$ cat config.mk
export PLATFORM = sky130hd
export DESIGN_NAME = game_round_timer_ctrl_flat
export DESIGN_NICKNAME = d
export VERILOG_FILES = /design/src/rtl/game_round_timer_ctrl_pkg.sv /design/src/rtl/game_round_timer_ctrl_if.sv /design/src/rtl/game_round_timer_ctrl_sec_tick_gen.sv /design/src/rtl/game_round_timer_ctrl.sv /design/src/flat_wrapper.sv
export SDC_FILE = /design/constraint.sdc
export NUM_CORES = 1
export LEC_CHECK = 0
export ABC_AREA = 1
export BUFFER_PORTS_ARGS = -buffer_cell sky130_fd_sc_hd__buf_2
export CAP_MARGIN = 10
export CORE_UTILIZATION = 45
export DETAILED_ROUTE_END_ITERATION = 12
export GPL_TIMING_DRIVEN = 0
export HOLD_SLACK_MARGIN = 0.06
export SKIP_LAST_GASP = 1
export SYNTH_ARGS = -nofsm -noshare
export SYNTH_HDL_FRONTEND = slang
export SYNTH_HIERARCHICAL = 1
export SYNTH_SLANG_ARGS = --single-unit
$ cat constraint.sdc
create_clock -name clk -period 2.7 [get_ports clk]
set_input_delay 0.405 -clock clk [delete_from_list [all_inputs] [get_ports clk]]
set_output_delay 0.405 -clock clk [all_outputs]
set_load 0.05 [all_outputs]
$ cat src/rtl/game_round_timer_ctrl_pkg.sv
//------------------------------------------------------------------------------
// Module   : game_pkg
// Purpose  : Shared round states, level encodings and the per-level limit lookup.
// Revision : 1.0
//------------------------------------------------------------------------------
`default_nettype none

package game_pkg;

    typedef enum logic [1:0] {
        IDLE   = 2'd0,
        RUN    = 2'd1,
        PAUSE  = 2'd2,
        TIMEUP = 2'd3
    } round_state_t;

    localparam int          c_sec_w    = 6;
    localparam logic [1:0]  c_lvl_beg0 = 2'b00;
    localparam logic [1:0]  c_lvl_beg1 = 2'b01;
    localparam logic [1:0]  c_lvl_med  = 2'b10;
    localparam logic [1:0]  c_lvl_adv  = 2'b11;

    function automatic logic [c_sec_w-1:0] limit_of(input logic [1:0] level,
                                                     input int t_beg,
                                                     input int t_med,
                                                     input int t_adv);
        case (level)
            c_lvl_beg0, c_lvl_beg1: return c_sec_w'(t_beg);
            c_lvl_med:              return c_sec_w'(t_med);
            c_lvl_adv:              return c_sec_w'(t_adv);
            default:                return c_sec_w'(t_beg);
        endcase
    endfunction

endpackage

`default_nettype wire

$ cat src/rtl/game_round_timer_ctrl_if.sv
//------------------------------------------------------------------------------
// Module   : game_round_timer_ctrl_if
// Purpose  : Control/status bundle between game-control FSM, round timer and HUD.
// Revision : 1.0
//------------------------------------------------------------------------------
`default_nettype none

interface game_round_timer_ctrl_if;
    import game_pkg::*;

    logic                start;
    logic                pause;
    logic                abort;
    logic [1:0]          level;
    logic [c_sec_w-1:0]  sec_left;
    logic                running;
    logic                paused;
    logic                warn;
    logic                time_up;

    modport master (
        output start, pause, abort, level,
        input  sec_left, running, paused, warn, time_up
    );

    modport slave (
        input  start, pause, abort, level,
        output sec_left, running, paused, warn, time_up
    );

endinterface

`default_nettype wire

$ cat src/rtl/game_round_timer_ctrl_sec_tick_gen.sv
//------------------------------------------------------------------------------
// Module   : sec_tick_gen
// Purpose  : Divides clk down to a one-cycle tick every TICK_DIV enabled cycles.
// Revision : 1.0
//------------------------------------------------------------------------------
`default_nettype none

module sec_tick_gen #(
    parameter int TICK_DIV = 25_000_000
) (
    input  logic clk,
    input  logic reset,
    input  logic clr,
    input  logic en,
    output logic tick
);

    localparam int                c_cnt_w = (TICK_DIV > 1) ? $clog2(TICK_DIV) : 1;
    localparam logic [c_cnt_w-1:0] c_last = c_cnt_w'(TICK_DIV - 1);

    logic [c_cnt_w-1:0] r_cnt;

    assign tick = en && (r_cnt == c_last);

    // Counter only advances while enabled, so a paused round keeps its partial second.
    always_ff @(posedge clk) begin
        if (reset || clr) begin
            r_cnt <= '0;
        end else if (en) begin
            r_cnt <= tick ? '0 : r_cnt + 1'b1;
        end
    end

endmodule

`default_nettype wire

$ cat src/rtl/game_round_timer_ctrl.sv
//------------------------------------------------------------------------------
// Module   : game_round_timer_ctrl
// Purpose  : Round countdown controller with level-based limit, pause and abort.
// Revision : 1.0
//------------------------------------------------------------------------------
`default_nettype none

module game_round_timer_ctrl
    import game_pkg::*;
#(
    parameter int TICK_DIV = 25_000_000,
    parameter int T_BEG    = 60,
    parameter int T_MED    = 45,
    parameter int T_ADV    = 30,
    parameter int WARN_SEC = 10
) (
    input  logic                   clk,
    input  logic                   reset,
    game_round_timer_ctrl_if.slave bus
);

    round_state_t        r_state;
    logic [c_sec_w-1:0]  r_sec_left;
    logic [1:0]          r_lvl;
    logic                r_running;
    logic                r_paused;
    logic                r_warn;
    logic                r_time_up;

    round_state_t        w_next_state;
    logic [c_sec_w-1:0]  w_next_sec;
    logic [1:0]          w_next_lvl;
    logic                w_clr;
    logic                w_tick;

    sec_tick_gen #(
        .TICK_DIV (TICK_DIV)
    ) u_tick (
        .clk   (clk),
        .reset (reset),
        .clr   (w_clr),
        .en    (r_state == RUN),
        .tick  (w_tick)
    );

    // Abort outranks everything; within RUN the tick is applied before pause is considered.
    always_comb begin
        w_next_state = r_state;
        w_next_sec   = r_sec_left;
        w_next_lvl   = r_lvl;
        w_clr        = 1'b0;
        if (bus.abort) begin
            w_next_state = IDLE;
            w_clr        = 1'b1;
        end else begin
            case (r_state)
                IDLE, TIMEUP: begin
                    if (bus.start) begin
                        w_next_state = RUN;
                        w_next_lvl   = bus.level;
                        w_next_sec   = limit_of(bus.level, T_BEG, T_MED, T_ADV);
                        w_clr        = 1'b1;
                    end else if (r_state == IDLE) begin
                        w_next_sec   = limit_of(bus.level, T_BEG, T_MED, T_ADV);
                    end
                end
                RUN: begin
                    if (w_tick) begin
                        if (r_sec_left <= c_sec_w'(1)) begin
                            w_next_sec   = '0;
                            w_next_state = TIMEUP;
                        end else begin
                            w_next_sec   = r_sec_left - 1'b1;
                        end
                    end
                    if (bus.pause && (w_next_state == RUN)) begin
                        w_next_state = PAUSE;
                    end
                end
                PAUSE: begin
                    if (bus.pause) begin
                        w_next_state = RUN;
                    end
                end
                default: ;
            endcase
        end
    end

    always_ff @(posedge clk) begin
        if (reset) begin
            r_state    <= IDLE;
            r_sec_left <= '0;
            r_lvl      <= c_lvl_beg0;
            r_running  <= 1'b0;
            r_paused   <= 1'b0;
            r_warn     <= 1'b0;
            r_time_up  <= 1'b0;
        end else begin
            r_state    <= w_next_state;
            r_sec_left <= w_next_sec;
            r_lvl      <= w_next_lvl;
            r_running  <= (w_next_state == RUN);
            r_paused   <= (w_next_state == PAUSE);
            r_warn     <= ((w_next_state == RUN) || (w_next_state == PAUSE)) &&
                          (w_next_sec != '0) && (w_next_sec <= c_sec_w'(WARN_SEC));
            r_time_up  <= (r_state == RUN) && (w_next_state == TIMEUP);
        end
    end

    assign bus.sec_left = r_sec_left;
    assign bus.running  = r_running;
    assign bus.paused   = r_paused;
    assign bus.warn     = r_warn;
    assign bus.time_up  = r_time_up;

endmodule

`default_nettype wire

$ cat src/flat_wrapper.sv
// flat-port wrapper written by rule: the top's interface ports become plain ports
module game_round_timer_ctrl_flat import game_pkg::*;
#(
    parameter int TICK_DIV = 25_000_000,
    parameter int T_BEG    = 60,
    parameter int T_MED    = 45,
    parameter int T_ADV    = 30,
    parameter int WARN_SEC = 10
)
  (clk, reset, bus_start, bus_pause, bus_abort, bus_level, bus_sec_left, bus_running, bus_paused, bus_warn, bus_time_up);
  game_round_timer_ctrl_if bus_i ();
  input  logic clk;
  input  logic reset;
  input wire logic [$bits(bus_i.start)-1:0] bus_start;
  input wire logic [$bits(bus_i.pause)-1:0] bus_pause;
  input wire logic [$bits(bus_i.abort)-1:0] bus_abort;
  input wire logic [$bits(bus_i.level)-1:0] bus_level;
  output wire logic [$bits(bus_i.sec_left)-1:0] bus_sec_left;
  output wire logic [$bits(bus_i.running)-1:0] bus_running;
  output wire logic [$bits(bus_i.paused)-1:0] bus_paused;
  output wire logic [$bits(bus_i.warn)-1:0] bus_warn;
  output wire logic [$bits(bus_i.time_up)-1:0] bus_time_up;
  assign bus_i.start = bus_start;
  assign bus_i.pause = bus_pause;
  assign bus_i.abort = bus_abort;
  assign bus_i.level = bus_level;
  assign bus_sec_left = bus_i.sec_left;
  assign bus_running = bus_i.running;
  assign bus_paused = bus_i.paused;
  assign bus_warn = bus_i.warn;
  assign bus_time_up = bus_i.time_up;
  game_round_timer_ctrl #(.TICK_DIV(TICK_DIV), .T_BEG(T_BEG), .T_MED(T_MED), .T_ADV(T_ADV), .WARN_SEC(WARN_SEC)) u_core (.clk(clk), .reset(reset), .bus(bus_i));
endmodule
==> results.txt, run 1 <==
Outcome = finished, final reports clean
Cells after DPL = 504
CP endpoint kind = flop
Maximum vdd drop = 0.000217 V
Vias per cell = 4.70
Main combinational cell family by area after synthesis = simple AND/OR/NAND/NOR gates
Mux share of post-synthesis cell area = 0%
Rel. slew slack = 68.6%
CP Cell Sequence = inv_1 -> ha_1 -> inv_1 -> a21oi_1 -> inv_1 -> nor2_1 -> inv_1 -> nor2_4 -> buf_12 -> nand2_2 -> nor2_2
CP startpoint kind = flop
# IOs = 17
Drt first pass iters = 4
Antenna diode count = 0
Most common library cell in the layout ignoring fill and taps = nand2_1
Number of synthesis warnings = 6
Clock transition at path regs = 0.07 ns
Core area = 5510 um^2
Worst EP required = 2.93 ns
Setup Slack @ Placement = -0.279 ns
IO Port Bufs = 16
LEAKAGE = 1.26 nW
CTS buffer count = 5
MaxCap Viol Count = 0
Post-Layout Cell Count = 514
Clock buffer depth = 2
Drt drc = 0
DIE HEIGHT = 77.6 um
Final Hold Viols = 0
Share of cells above drive strength 1 = 19.2%
Via count = 2,417
Mapped Cells = 416
Worst hold-check path type = primary input to flop
Mapped Area = 2570 um^2
First-pass GRT wire length = 9890 um
Most frequent cells in the layout = nand2_1, nor2_1, inv_1
Cell row count = 27
Simple-gate share of the synthesized area = 48.2%
Cell seen most often among critical-path stages = inv_1
H-tree levels = 2
Synth Area in Adders = 4.86%
Synth Register Bits = 37
CTS hold repair buffers = 0
Final WS setup = 0.296 ns
Final wirelength = 5650 um
CP Max Fanout = 10
Largest net degree at the start of global routing = 11
Arr. time, crit path = 2.63 ns
Initial antenna violation count = 0
Wire per inst = 11.0 um
HPWL after detailed placement = 4380 um
Final Wtd Congestion = 0.896
ANT nets after route = 0
Setup violators final = 0
Congestion Overflow GR = 0
Vias in the first global route = 2,283
Critical path class = flop to flop
Clk_lat worst skew = 0.29 ns
Slew Limit Fails = 0
CTS root buffer = clkbuf_8
Period utilization = 89.0%
Synth unique cells = 25
Top achievable clock speed = 416 MHz
Layout Nets = 459
Detailed Route Iter0 Violations = 71
Post-Synth XOR/XNOR Area = 2.04%
GRT Util Overall = 20.9%
Compound-Gate Fraction of Synth Area = 5.01%
CP top delay family = buffers and inverters
Die Area = 6020 um^2
Slew @ Worst Pin = 0.471 ns
Width of the die = 77.6 um
Area Overhead vs Synth = 11.7%
Worst path buffer plus inverter count = 5
Number of filler cells placed in the layout = 580
Layout Skew = 0.00607 ns
Critical Path Max Stage Delay = 0.41 ns
Tmin final = 2.40 ns
Clock Sinks = 37
CTS tree = built
Post-Syn Nets = 433
Power Density = 404 nW/um^2
Starting Density = 46.7%
Synth Area per Inst = 6.18 um^2
Slowest-stage cell, CP = ha_1
Seq/Total Area, Yosys = 28.8%
final timing paths:
path	startpoint	endpoint	slack, ns	cells after the start
min	reset	u_core/bus.sec_left[4]	0.32	2
max	u_core/r_state[0]	u_core/u_tick/r_cnt[20]	0.30	11
min reg2reg	u_core/u_tick/r_cnt[10]	u_core/u_tick/r_cnt[10]	0.51	2
max reg2reg	u_core/r_state[0]	u_core/u_tick/r_cnt[20]	0.30	11
layout make-up:
cell class,count,area [um^2],area share [%]
Buffer,3,31.3,1.09
Clock buffer,7,86.3,3.00
Inverter,67,253,8.79
Multi-Input combinational cell,309,1570,54.6
Sequential cell,37,741,25.8
Tap cell,72,90.1,3.13
Timing Repair Buffer,19,103,3.57
power breakdown:
| group | total, mW | switching, mW | leakage, nW | internal, mW |
|---|---|---|---|---|
| registers | 0.570 | 0.0129 | 0.300 | 0.557 |
| clock network | 0.392 | 0.190 | 0.0443 | 0.203 |
| logic | 0.199 | 0.139 | 0.913 | 0.0595 |
through the flow:
| step | power, mW | cell area [um^2] | setup TNS [ns] | util (%) | hold slack [ns] |
|---|---|---|---|---|---|
| after floorplan | 0.729 | 2570 | 0 | - | 0.476 |
| after global placement | 0.775 | 2740 | -0.278 | 49.8 | 0.498 |
| after detailed placement | 0.776 | 2740 | -0.279 | 49.8 | 0.506 |
| after CTS | 1.18 | 2850 | 0 | 51.7 | 0.304 |
| after global routing | 1.23 | 2870 | -0.000894 | 52.2 | 0.337 |
| final | 1.16 | 2870 | 0 | 52.2 | 0.322 |
registers in the layout, summed over array words and instances, names as in the netlist:
name,count
u_core/u_tick/r_cnt,25
u_core/bus.sec_left,6
u_core/r_state,2
u_core/bus.paused,1
u_core/bus.running,1
u_core/bus.time_up,1
u_core/bus.warn,1
what timing repair did:
action                     CTS  global route
pin swaps                    1             0
hold endpoints to repair     0             0
setup endpoints to repair    1             1
cloned                       0             0
setup buffers                1             2
gates resized for setup      2             4
cells in the mapped netlist, drive strengths merged:
master	n	area share [%]
nand2	124	20
nor2	94	17
inv	66	9.6
dfxtp	37	29
nand3	37	8.5
a21oi	16	3.3
ha	10	4.9
o21ai	9	1.8
nor3	7	1.4
xor2	5	1.7
and2	2	0.49
buf	2	1.1
nand3b	2	0.58
nand4	2	0.49
clkbuf	1	0.15
clkinv	1	0.19
xnor2	1	0.34
cell families after synthesis:
logic type               count (synthesis)
XOR/XNOR                                 6
buffers and inverters                   70
AND/OR/NAND/NOR                        268
flip-flops                              37
adder cells (fa/ha/maj)                 10
AO/OA/AOI/OAI                           25
per-layer routing:
metal  GRT usage, %  vias to the layer above  routed length, um
met4           10.2                        0                139
li1               -                     1321                  -
met5              0                        -                  0
met3           2.94                       11                156
met2           36.9                       32               2700
met1           24.7                     1053               2650
Power figures use the tool's default switching activity.
==> run 2: changes to the inputs <==
Settings changed: BUFFER_PORTS_ARGS -buffer_cell sky130_fd_sc_hd__buf_2 to default, CTS_BUF_LIST from default to sky130_fd_sc_hd__clkbuf_8 sky130_fd_sc_hd__clkbuf_16, DONT_BUFFER_PORTS from default to 1.
==> results.txt, run 2 (same netlist as run 1, synthesis figures left out) <==
Most common library cell in the layout ignoring fill and taps = nand2_1
Number of filler cells placed in the layout = 576
Final Wtd Congestion = 0.874
Multi-input combinational cell area = 1560 um^2
Outcome = finished, final reports clean
Critical Path Max Stage Delay = 0.35 ns
Worst path buffer plus inverter count = 2
Gr busiest metal = met2
CP endpoint kind = flop
Vias per cell = 4.73
Clk_lat worst skew = 0.29 ns
Setup violators final = 0
Initial antenna violation count = 0
Slew Limit Fails = 0
Vias in the first global route = 2,233
Sw Share = 29.5%
Die Area = 6020 um^2
Hold Path Cell Cnt = 1
CP Cell Sequence = inv_2 -> ha_4 -> nand2_1 -> inv_1 -> nand2_1 -> nor2_2 -> nand2_2 -> nor2_4 -> nand3_2 -> nor2_4 -> o21ai_0 -> nand3_1 -> nand3_1 -> ha_1 -> nor2_1 -> nand2_1 -> nor2_1 -> nand2_1 -> nor2_1
Worst hold-check path type = primary input to flop
Worst r2r dst = u_core/bus.warn
Most frequent cells in the layout = nand2_1, nor2_1, inv_1
First-pass GRT wire length = 9690 um
CP top delay family = simple AND/OR/NAND/NOR gates
DIE HEIGHT = 77.6 um
Register share of total power = 53.2%
Dpl cell area = 2660 um^2
Detailed Route Iter0 Violations = 108
Register Area = 743 um^2
MaxCap Viol Count = 0
Clock Sinks = 37
Cell seen most often among critical-path stages = nand2_1
CTS root buffer = clkbuf_8
Comb pwr share = 12.6%
Biggest register = u_core/u_tick/r_cnt
Core area = 5510 um^2
GR met1 Demand/Resource = 23.5%
Slew @ Worst Pin = 0.615 ns
Layout Skew = 0.00460 ns
CP Max Fanout = 5
Clock network power share = 34.1%
LEAKAGE = 1.18 nW
Maximum vdd drop = 0.000212 V
IO Port Bufs = 0
Starting Density = 46.7%
Drt drc = 0
Wire per inst = 11.2 um
CTS buffer count = 5
Top achievable clock speed = 405 MHz
CP startpoint kind = flop
Largest register FFs = 25
Hold Crit Start = reset
Final Hold Viols = 0
Largest net degree at the start of global routing = 11
Reg2reg setup slack = 0.23 ns
GR Util met2 = 36.7%
Clock transition at path regs = 0.07 ns
Worst EP required = 2.93 ns
Power Density = 411 nW/um^2
Slowest-stage cell, CP = dfxtp_1
Clock buffer depth = 2
Antenna diode count = 0
Cell Int Power = 805 uW
Arr. time, crit path = 2.70 ns
Layout Nets = 442
Final wirelength = 5550 um
CTS tree = built
ANT nets after route = 0
Via count = 2,349
H-tree levels = 2
Share of cells above drive strength 1 = 15.8%
Tmin final = 2.47 ns
GRT Util Overall = 20.4%
Switching power total = 337 uW
Worst r2r src = u_core/r_state[1]
Met3 Usage GRT = 4.12%
HPWL after detailed placement = 4270 um
Area Overhead vs Synth = 8.03%
RSZ-0062 raised after global routing = false
Drt first pass iters = 4
Post-Layout Inst Area = 2780 um^2
Post-Layout Cell Count = 497
Period utilization = 91.4%
Cells after DPL = 488
# IOs = 17
Worst Reg2Reg Path Length in Cells = 19
Rel. slew slack = 58.9%
Critical path class = flop to flop
Hold path endpoint = u_core/bus.sec_left[4]
Cell row count = 27
Width of the die = 77.6 um
Congestion Overflow GR = 0
## run 2: worst max-delay path by stage
stage / start / endpoint / slack, ns / depth (start not counted)
after floorplan: u_core/r_state[1] / u_core/bus.warn / 0.30 / 19
after global placement: u_core/r_state[1] / u_core/bus.warn / -0.27 / 19
after detailed placement: u_core/r_state[1] / u_core/bus.warn / -0.24 / 19
after CTS: u_core/bus.sec_left[0] / u_core/bus.warn / 0.04 / 16
after global routing: u_core/r_state[0] / u_core/u_tick/r_cnt[11] / 0.02 / 11
final: u_core/r_state[1] / u_core/bus.warn / 0.23 / 19
## run 2: what timing repair did
| action | 4_1_cts | 5_1_grt |
|---|---|---|
| gates resized for setup | 2 | 3 |
| setup buffers | 1 | 1 |
| pin swaps | 1 | 0 |
| hold buffers | 0 | 0 |
| setup endpoints to repair | 1 | 1 |
## run 2: final cells by class
class	count	area share (%)
Tap cell	72	3.24
Timing Repair Buffer	2	0.540
Clock buffer	6	2.97
Clock inverter	1	0.135
Multi-Input combinational cell	309	56.1
Sequential cell	37	26.7
Buffer	3	1.13
Inverter	67	9.09
## run 2: per-layer routing
metal | vias up | share of wire (%)
li1 | 1283 | -
met1 | 1025 | 46
met2 | 35 | 48
met3 | 6 | 4.1
met4 | 0 | 1.4
met5 | - | 0
## run 2: through the flow
stage	hold WS, ns	setup WS [ns]	util, %	setup TNS (ns)	power [mW]
after floorplan	0.476	0.297	-	0	0.729
after global placement	0.479	-0.268	48.4	-0.268	0.761
after detailed placement	0.480	-0.244	48.4	-0.244	0.761
after CTS	0.174	0.0443	50.3	0	1.15
after global routing	0.162	0.0150	50.5	0	1.21
final	0.179	0.232	50.5	0	1.14
## run 2: power groups by stage
stage               registers (mW)  clock network (mW)  logic (mW)
global placement             0.619                   0       0.141
floorplan                    0.615                   0       0.114
detailed placement           0.620                   0       0.142
global route                 0.610               0.430       0.167
finish                       0.608               0.389       0.144
CTS                          0.607               0.399       0.144
## run 2: worst register-to-register path, cell delays in order (launching register included)
cell	delay, ns
dfxtp_1	0.35
inv_2	0.12
ha_4	0.17
nand2_1	0.06
inv_1	0.06
nand2_1	0.07
nor2_2	0.09
nand2_2	0.07
nor2_4	0.14
nand3_2	0.10
nor2_4	0.14
o21ai_0	0.09
nand3_1	0.07
nand3_1	0.13
ha_1	0.32
nor2_1	0.11
nand2_1	0.06
nor2_1	0.13
nand2_1	0.07
nor2_1	0.07
